<file path="config.mk">
export PLATFORM = sky130hd
export DESIGN_NAME = sort_array_drain
export DESIGN_NICKNAME = d
export VERILOG_FILES = /design/src/rtl/sort_array_drain.sv
export SDC_FILE = /design/constraint.sdc
export NUM_CORES = 1
export LEC_CHECK = 0
export ABC_AREA = 1
export CORE_UTILIZATION = 46
export DETAILED_ROUTE_END_ITERATION = 10
export PLACE_DENSITY_LB_ADDON = 0.08
export SYNTH_ARGS = -nofsm -noshare
export SYNTH_HDL_FRONTEND = slang
export SYNTH_SLANG_ARGS = --single-unit
</file>
<file path="constraint.sdc">
create_clock -name clk -period 8.7 [get_ports clk]
set_clock_uncertainty 0.15 [all_clocks]
set_input_delay 0.87 -clock clk [delete_from_list [all_inputs] [get_ports clk]]
set_output_delay 0.87 -clock clk [all_outputs]
set_load 0.005 [all_outputs]
</file>
<file path="src/rtl/sort_array_drain.sv">
// rtl/sort_array_drain.sv - read-out/drain controller for the systolic sorting array
//
// Freezes the sorter chain, snapshots every cell, then streams the occupied
// prefix of the chain (cell 0 = highest key) over a valid/ready interface.
//
// Ports:
//   clk, rst        clock, asynchronous active-high reset
//   start           drain request, only honoured in IDLE
//   cell_data_bus   32 bits per cell, cell i on [32*i+31:32*i]
//   cell_state_bus  1 = cell occupied, cell i on bit i
//   sort_en         enable to the sorting cells, low for the whole drain
//   array_clr       one-cycle clear request to the array
//   out_data/out_valid/out_ready/out_last   sorted output stream
//   busy            high outside IDLE
//   done            one-cycle end-of-drain pulse
//   empty_drain     qualified by done: the drain found no entries
//   count           entries captured by the last snapshot
//   order_err       sticky descending-order violation flag
//
// Optional feature macro: SORT_DRAIN_ORDER_CHECK_EN (order_err comparator).
// Without it order_err is tied low.

module sort_array_drain #(
    parameter int N_CELLS        = 8,
    parameter int CLEAR_ON_DRAIN = 1,
    parameter int CNT_W          = $clog2(N_CELLS + 1)
) (
    input  logic                  clk,
    input  logic                  rst,
    input  logic                  start,
    input  logic [32*N_CELLS-1:0] cell_data_bus,
    input  logic [N_CELLS-1:0]    cell_state_bus,
    output logic                  sort_en,
    output logic                  array_clr,
    output logic [31:0]           out_data,
    output logic                  out_valid,
    input  logic                  out_ready,
    output logic                  out_last,
    output logic                  busy,
    output logic                  done,
    output logic                  empty_drain,
    output logic [CNT_W-1:0]      count,
    output logic                  order_err
);

    typedef enum logic [2:0] {
        S_IDLE,
        S_FREEZE,
        S_LOAD,
        S_SEND,
        S_CLEAR,
        S_DONE
    } state_t;

    state_t            state, state_nxt;
    logic [31:0]       shadow [N_CELLS];
    logic [CNT_W-1:0]  idx;
    logic [CNT_W-1:0]  load_count;
    logic              found_empty;
    logic              empty_flag;
    logic [31:0]       cur_word;
    logic              is_last;
    logic              handshake;

    // Occupancy is a contiguous prefix: the first empty cell ends it, and
    // anything marked occupied beyond that point is stale and ignored.
    always_comb begin
        load_count  = CNT_W'(N_CELLS);
        found_empty = 1'b0;
        for (int i = 0; i < N_CELLS; i++) begin
            if (!found_empty && !cell_state_bus[i]) begin
                load_count  = CNT_W'(i);
                found_empty = 1'b1;
            end
        end
    end

    // Explicit compare-mux rather than shadow[idx]: idx is one bit wider
    // than the array index so it can also hold N_CELLS as a count.
    always_comb begin
        cur_word = '0;
        for (int i = 0; i < N_CELLS; i++) begin
            if (idx == CNT_W'(i)) begin
                cur_word = shadow[i];
            end
        end
    end

    assign is_last   = (idx == count - CNT_W'(1));
    assign handshake = (state == S_SEND) && out_ready;

    always_ff @(posedge clk or posedge rst) begin
        if (rst) begin
            state <= S_IDLE;
        end else begin
            state <= state_nxt;
        end
    end

    always_comb begin
        state_nxt = state;
        case (state)
            S_IDLE:   if (start) state_nxt = S_FREEZE;
            S_FREEZE: state_nxt = S_LOAD;
            S_LOAD:   state_nxt = (load_count == '0) ? S_DONE : S_SEND;
            S_SEND: begin
                if (out_ready && is_last) begin
                    state_nxt = (CLEAR_ON_DRAIN != 0) ? S_CLEAR : S_DONE;
                end
            end
            S_CLEAR:  state_nxt = S_DONE;
            S_DONE:   state_nxt = S_IDLE;
            default:  state_nxt = S_IDLE;
        endcase
    end

    always_ff @(posedge clk or posedge rst) begin
        if (rst) begin
            idx        <= '0;
            count      <= '0;
            empty_flag <= 1'b0;
            for (int i = 0; i < N_CELLS; i++) begin
                shadow[i] <= '0;
            end
        end else if (state == S_LOAD) begin
            idx        <= '0;
            count      <= load_count;
            empty_flag <= (load_count == '0);
            for (int i = 0; i < N_CELLS; i++) begin
                shadow[i] <= cell_data_bus[32*i +: 32];
            end
        end else if (handshake && !is_last) begin
            idx <= idx + CNT_W'(1);
        end
    end

    // Outputs are decoded from the state register, so an asynchronous reset
    // returns them to their idle values immediately. An empty drain skips
    // CLEAR to keep done at T+3, so its clear pulse rides with done instead.
    assign sort_en     = (state == S_IDLE);
    assign busy        = (state != S_IDLE);
    assign out_valid   = (state == S_SEND);
    assign out_data    = (state == S_SEND) ? cur_word : 32'd0;
    assign out_last    = (state == S_SEND) && is_last;
    assign done        = (state == S_DONE);
    assign empty_drain = (state == S_DONE) && empty_flag;
    assign array_clr   = (state == S_CLEAR) ||
                         ((CLEAR_ON_DRAIN != 0) && (state == S_DONE) && empty_flag);

`ifdef SORT_DRAIN_ORDER_CHECK_EN
    logic [31:0] prev_word;
    logic        order_err_q;

    always_comb begin
        prev_word = '0;
        for (int i = 0; i < N_CELLS; i++) begin
            if (idx == CNT_W'(i + 1)) begin
                prev_word = shadow[i];
            end
        end
    end

    // Only the 20-bit key takes part; equal keys are a legal ordering.
    always_ff @(posedge clk or posedge rst) begin
        if (rst) begin
            order_err_q <= 1'b0;
        end else if (state == S_IDLE && start) begin
            order_err_q <= 1'b0;
        end else if (handshake && idx != '0 && cur_word[19:0] > prev_word[19:0]) begin
            order_err_q <= 1'b1;
        end
    end

    assign order_err = order_err_q;
`else
    assign order_err = 1'b0;
`endif

endmodule
</file>
==> summary.txt <==
Status
  • Result of the run: completed

Synth
  • Fraction of synthesized cell area taken by the top area cell type: 50.67%
  • Unique cell type count in the Yosys netlist: 31
  • Syn nets: 2052
  • Synthesized-area fraction occupied by ao, oa, aoi and oai cells: 8.205%
  • Synth Area in XOR/XNOR: 0.3970%
  • Post-synthesis share of cell area spent on full adders, half adders and majority gates: 0.4726%
  • Post-synthesis sequential element count: 268
  • Yosys synthesis warning count: 0
  • Ranking of synthesized cells by area: sky130_fd_sc_hd__dfrtp_1 51%, sky130_fd_sc_hd__nand2_1 23%, sky130_fd_sc_hd__o21ai_0 5.5%
  • Avg Inst Size Synth: 7.440 sq um
  • Post-synth EDFFs: 0
  • Post-synthesis cell area: 13240 sq um
  • Combinational family with the most area after synthesis: simple AND/OR/NAND/NOR gates
  • Area share of and/or/nand/nor cells after synthesis: 31.45%
  • Mux contribution to synthesized area: 0%
  • Fraction of the yosys area taken by sequential cells: 50.67%
  • Number of instances in the synthesized netlist: 1779
  • Fraction of synthesis flops using an asynchronous set or reset pin: 100.0%
  • Area leader, netlist: sky130_fd_sc_hd__dfrtp_1
  • Main synth FF type: sky130_fd_sc_hd__dfrtp_1

Routing
  • Post-route DRC: 0
  • Drt pass-1 iters: 5
  • Starting DRT DRC Count: 918
  • Total length of routed wires: 40220 um
  • Mean routed wirelength per cell: 16.63 um
  • Vias per std cell: 5.074
  • Routed via count: 12.27k
  • Remaining number of nets flagged by the antenna check after routing: 0

Critical path
  • Required time of the critical path: 7.68 ns
  • Terminus of the critical flop-to-flop path: shadow[102]$_DFFE_PP0P_
  • Sort of element at the end of the critical path: primary output
  • Number of cell instances on the worst register-to-register path: 7
  • Critical Setup Path Class: flip-flop to primary output
  • Worst path arrival time: 4.56 ns
  • Critical path fanouts, max: 98
  • Startpoint type of the worst setup path: flip-flop
  • Register-to-register path setup slack: 5.62 ns
  • Crit Reg-Reg Startpoint: state[1]$_DFFE_PP0P_

Floorplan
  • IO Count: 312
  • Area enclosed by the die boundary: 29460 sq um
  • Row count: 61
  • Die Span X: 171.6 um
  • Chip Height: 171.6 um
  • Starting density of the core: 47.26%
  • Core outline area: 28010 sq um

STA
  • Total negative setup slack: 0 ns
  • Final number of max-transition violations: 0
  • Worst max-slew margin expressed relative to the limit: 17.71%
  • Setup repair after global routing missed its margin: false
  • Final worst setup slack: 3.120 ns
  • Share of the cycle needed by the critical path after routing: 64.14%
  • Fin crit period: 5.580 ns
  • Slew at the pin closest to its max-slew limit: 1.233 ns
  • Highest achievable clock rate: 179.2 MHz
  • Setup-violating endpoint count in the final report: 0
  • Final hold slack: 0.3127 ns
  • Total count of hold-check failures in the final report: 0

GRT
  • Maximum number of pins on one net before global-route repair: 184
  • First-pass GRT wire length: 63180 um
  • Number of global-route vias before repair: 12.08k
  • Total routing usage reported by global routing: 27.75%
  • Leftover overflow at the end of global routing: 0
  • Number of antenna violations at the first check in global routing: 7

Layout
  • Fraction of final layout cells sized beyond drive strength 1: 3.827%
  • Final net count: 2290
  • Share of the core filled with cells: 62.19%
  • Area grow syn2layout: 31.61%
  • Total of fill cells in the finished design: 2601

Placed design
  • Routability congestion estimate: 0.9134
  • Pre-CTS setup slack: 3.676 ns
  • HPWL reported at the end of detailed placement: 27400 um
  • Port Buffers: 310

Clock tree
  • Skew-Pair Late Insertion Delay: 0.54 ns
  • H-tree depth: 1
  • # Post-CTS Setup Buffers: 0
  • Num CTS Buffers: 29
  • CTS tree: done
  • Number of gates resized after CTS: 0
  • Root buffer cell: sky130_fd_sc_hd__clkbuf_16
  • Clock-pin slew of the registers on the worst-case setup and hold paths: 0.06 ns
  • Total number of clock tree sinks: 268
  • # hold bufs at CTS: 0
  • Largest buffer count on any clock path: 3

Power
  • Leakage power summed over all cells: 8.451 nW
  • Areal power density over the cells: 322.2 nW/um^2
  • Worst-case vdd ir drop: 0.1873 mV

Min path
  • Worst min-delay path endpoint: shadow[174]$_DFFE_PP0P_
  • Min-delay src: shadow[174]$_DFFE_PP0P_
  • Worst min path class: flip-flop to flip-flop
  • Number of cells on the worst hold path: 2

Run
  • Maxcap violations: 0
-- cell usage in the layout (no fill, tap or decap) --
| cell | n |
|---|---|
| sky130_fd_sc_hd__a31oi_1 | 1 |
| sky130_fd_sc_hd__nand4_1 | 37 |
| sky130_fd_sc_hd__xor2_1 | 3 |
| sky130_fd_sc_hd__nor3_1 | 2 |
| sky130_fd_sc_hd__inv_6 | 1 |
| sky130_fd_sc_hd__nand2_1 | 811 |
| sky130_fd_sc_hd__nor2_8 | 1 |
| sky130_fd_sc_hd__diode_2 | 3 |
| sky130_fd_sc_hd__a21oi_1 | 65 |
| sky130_fd_sc_hd__o211ai_1 | 1 |
| sky130_fd_sc_hd__inv_2 | 4 |
| sky130_fd_sc_hd__clkbuf_1 | 2 |
| sky130_fd_sc_hd__buf_12 | 2 |
| sky130_fd_sc_hd__clkbuf_8 | 11 |
| sky130_fd_sc_hd__nand3_2 | 2 |
| sky130_fd_sc_hd__clkbuf_16 | 29 |
| sky130_fd_sc_hd__nor2_1 | 8 |
| sky130_fd_sc_hd__bufinv_16 | 3 |
| sky130_fd_sc_hd__nand3_1 | 117 |
| sky130_fd_sc_hd__buf_4 | 10 |
| sky130_fd_sc_hd__o21bai_1 | 1 |
| sky130_fd_sc_hd__clkinv_2 | 7 |
| sky130_fd_sc_hd__xnor2_1 | 3 |
| sky130_fd_sc_hd__inv_1 | 156 |
| sky130_fd_sc_hd__dfrtp_1 | 268 |
| sky130_fd_sc_hd__nand3b_1 | 22 |
| sky130_fd_sc_hd__nor2_2 | 2 |
| sky130_fd_sc_hd__o2bb2ai_1 | 1 |
| sky130_fd_sc_hd__inv_8 | 1 |
| sky130_fd_sc_hd__or2_2 | 1 |
| sky130_fd_sc_hd__o21ai_0 | 146 |
| sky130_fd_sc_hd__conb_1 | 1 |
| sky130_fd_sc_hd__ha_1 | 5 |
| sky130_fd_sc_hd__nand2_2 | 1 |
| sky130_fd_sc_hd__clkdlybuf4s50_1 | 310 |
| sky130_fd_sc_hd__nor3_4 | 3 |
-- sequential cells by signal, indices dropped and copies added, names as in the netlist --
register and count:
count 4, empty_flag 1, idx 4, shadow 256
state 3
-- stage by stage --
step / total power [mW] / area (sq um) / std cells
2_1_floorplan: 3.554 / 13240 / 1779
3_3_place_gp: 4.294 / 16400 / 2364
3_5_place_dp: 4.363 / 16400 / 2364
4_1_cts: 5.668 / 17410 / 2416
5_1_grt: 6.066 / 17420 / 2417
6_report: 5.613 / 17420 / 2419
-- worst max path at each step --
| stage | slack (ns) | from | to |
|---|---|---|---|
| finish | 3.12 | idx[2]$_DFFE_PP0P_ | out_data[22] |
| floorplan | 0.30 | rst | count[0]$_DFFE_PP0P_ |
| global placement | 3.77 | idx[2]$_DFFE_PP0P_ | out_data[21] |
| CTS | 3.11 | idx[2]$_DFFE_PP0P_ | out_data[20] |
| detailed placement | 3.68 | idx[2]$_DFFE_PP0P_ | out_data[20] |
| global route | 2.72 | idx[2]$_DFFE_PP0P_ | out_data[5] |
-- cell type report --
type	count	area [sq um]	share of cell area, %
Timing Repair Buffer	322	3218	18.47
Antenna cell	3	7.507	0.04309
Multi-Input combinational cell	1234	5385	30.91
Sequential cell	268	6706	38.50
Inverter	162	620.6	3.562
Tap cell	378	473.0	2.715
Clock inverter	10	125.1	0.7182
Clock buffer	42	884.6	5.078
-- cells by family (layout without fill, tap and decap cells) --
| family | count (synthesis) | after routing |
|---|---|---|
| adders and majority gates | 5 | 5 |
| DFF | 268 | 268 |
| AOI/OAI and AO/OA | 215 | 215 |
| other | 1 | 4 |
| xor gates and xnor gates | 6 | 6 |
| buffers and inverters | 277 | 536 |
| and+or+nand+nor | 1007 | 1007 |
-- report_power, final --
part / internal (mW) / switching, mW / leakage (nW)
clock: 0.788 / 0.496 / 0.509
sequential: 1.86 / 0.316 / 3.31
combinational: 0.788 / 1.37 / 4.64
total: 3.44 / 2.18 / 8.45
-- layer usage --
metal | share of wire, % | track usage [%] | vias to the layer above
li1 | - | - | 6029
met1 | 40 | 34.08 | 5757
met2 | 50 | 48.18 | 392
met3 | 6.5 | 5.384 | 86
met4 | 3.7 | 10.29 | 10
met5 | 0.17 | 0 | -
-- cell usage after synthesis, drive strengths merged (3+ instances only) --
library cell	number
nor3	5
inv	162
o21ai	146
buf	73
ha	5
nand4	37
a21oi	65
nand2	812
xor2	3
nor2	11
nand3	119
xnor2	3
nand3b	22
clkbuf	42
dfrtp	268
-- worst max-delay path, stage by stage, from the launching register on --
cell and delay, ns:
sky130_fd_sc_hd__dfrtp_1 0.53, sky130_fd_sc_hd__nor2_8 0.91, sky130_fd_sc_hd__nand2_1 1.05, sky130_fd_sc_hd__nand3_1 0.41
sky130_fd_sc_hd__nand2_1 0.16, sky130_fd_sc_hd__nand4_1 0.12, sky130_fd_sc_hd__nand2_1 0.09, sky130_fd_sc_hd__a21oi_1 0.15
sky130_fd_sc_hd__clkdlybuf4s50_1 0.52
No activity file was read; power rests on OpenSTA's default activity.
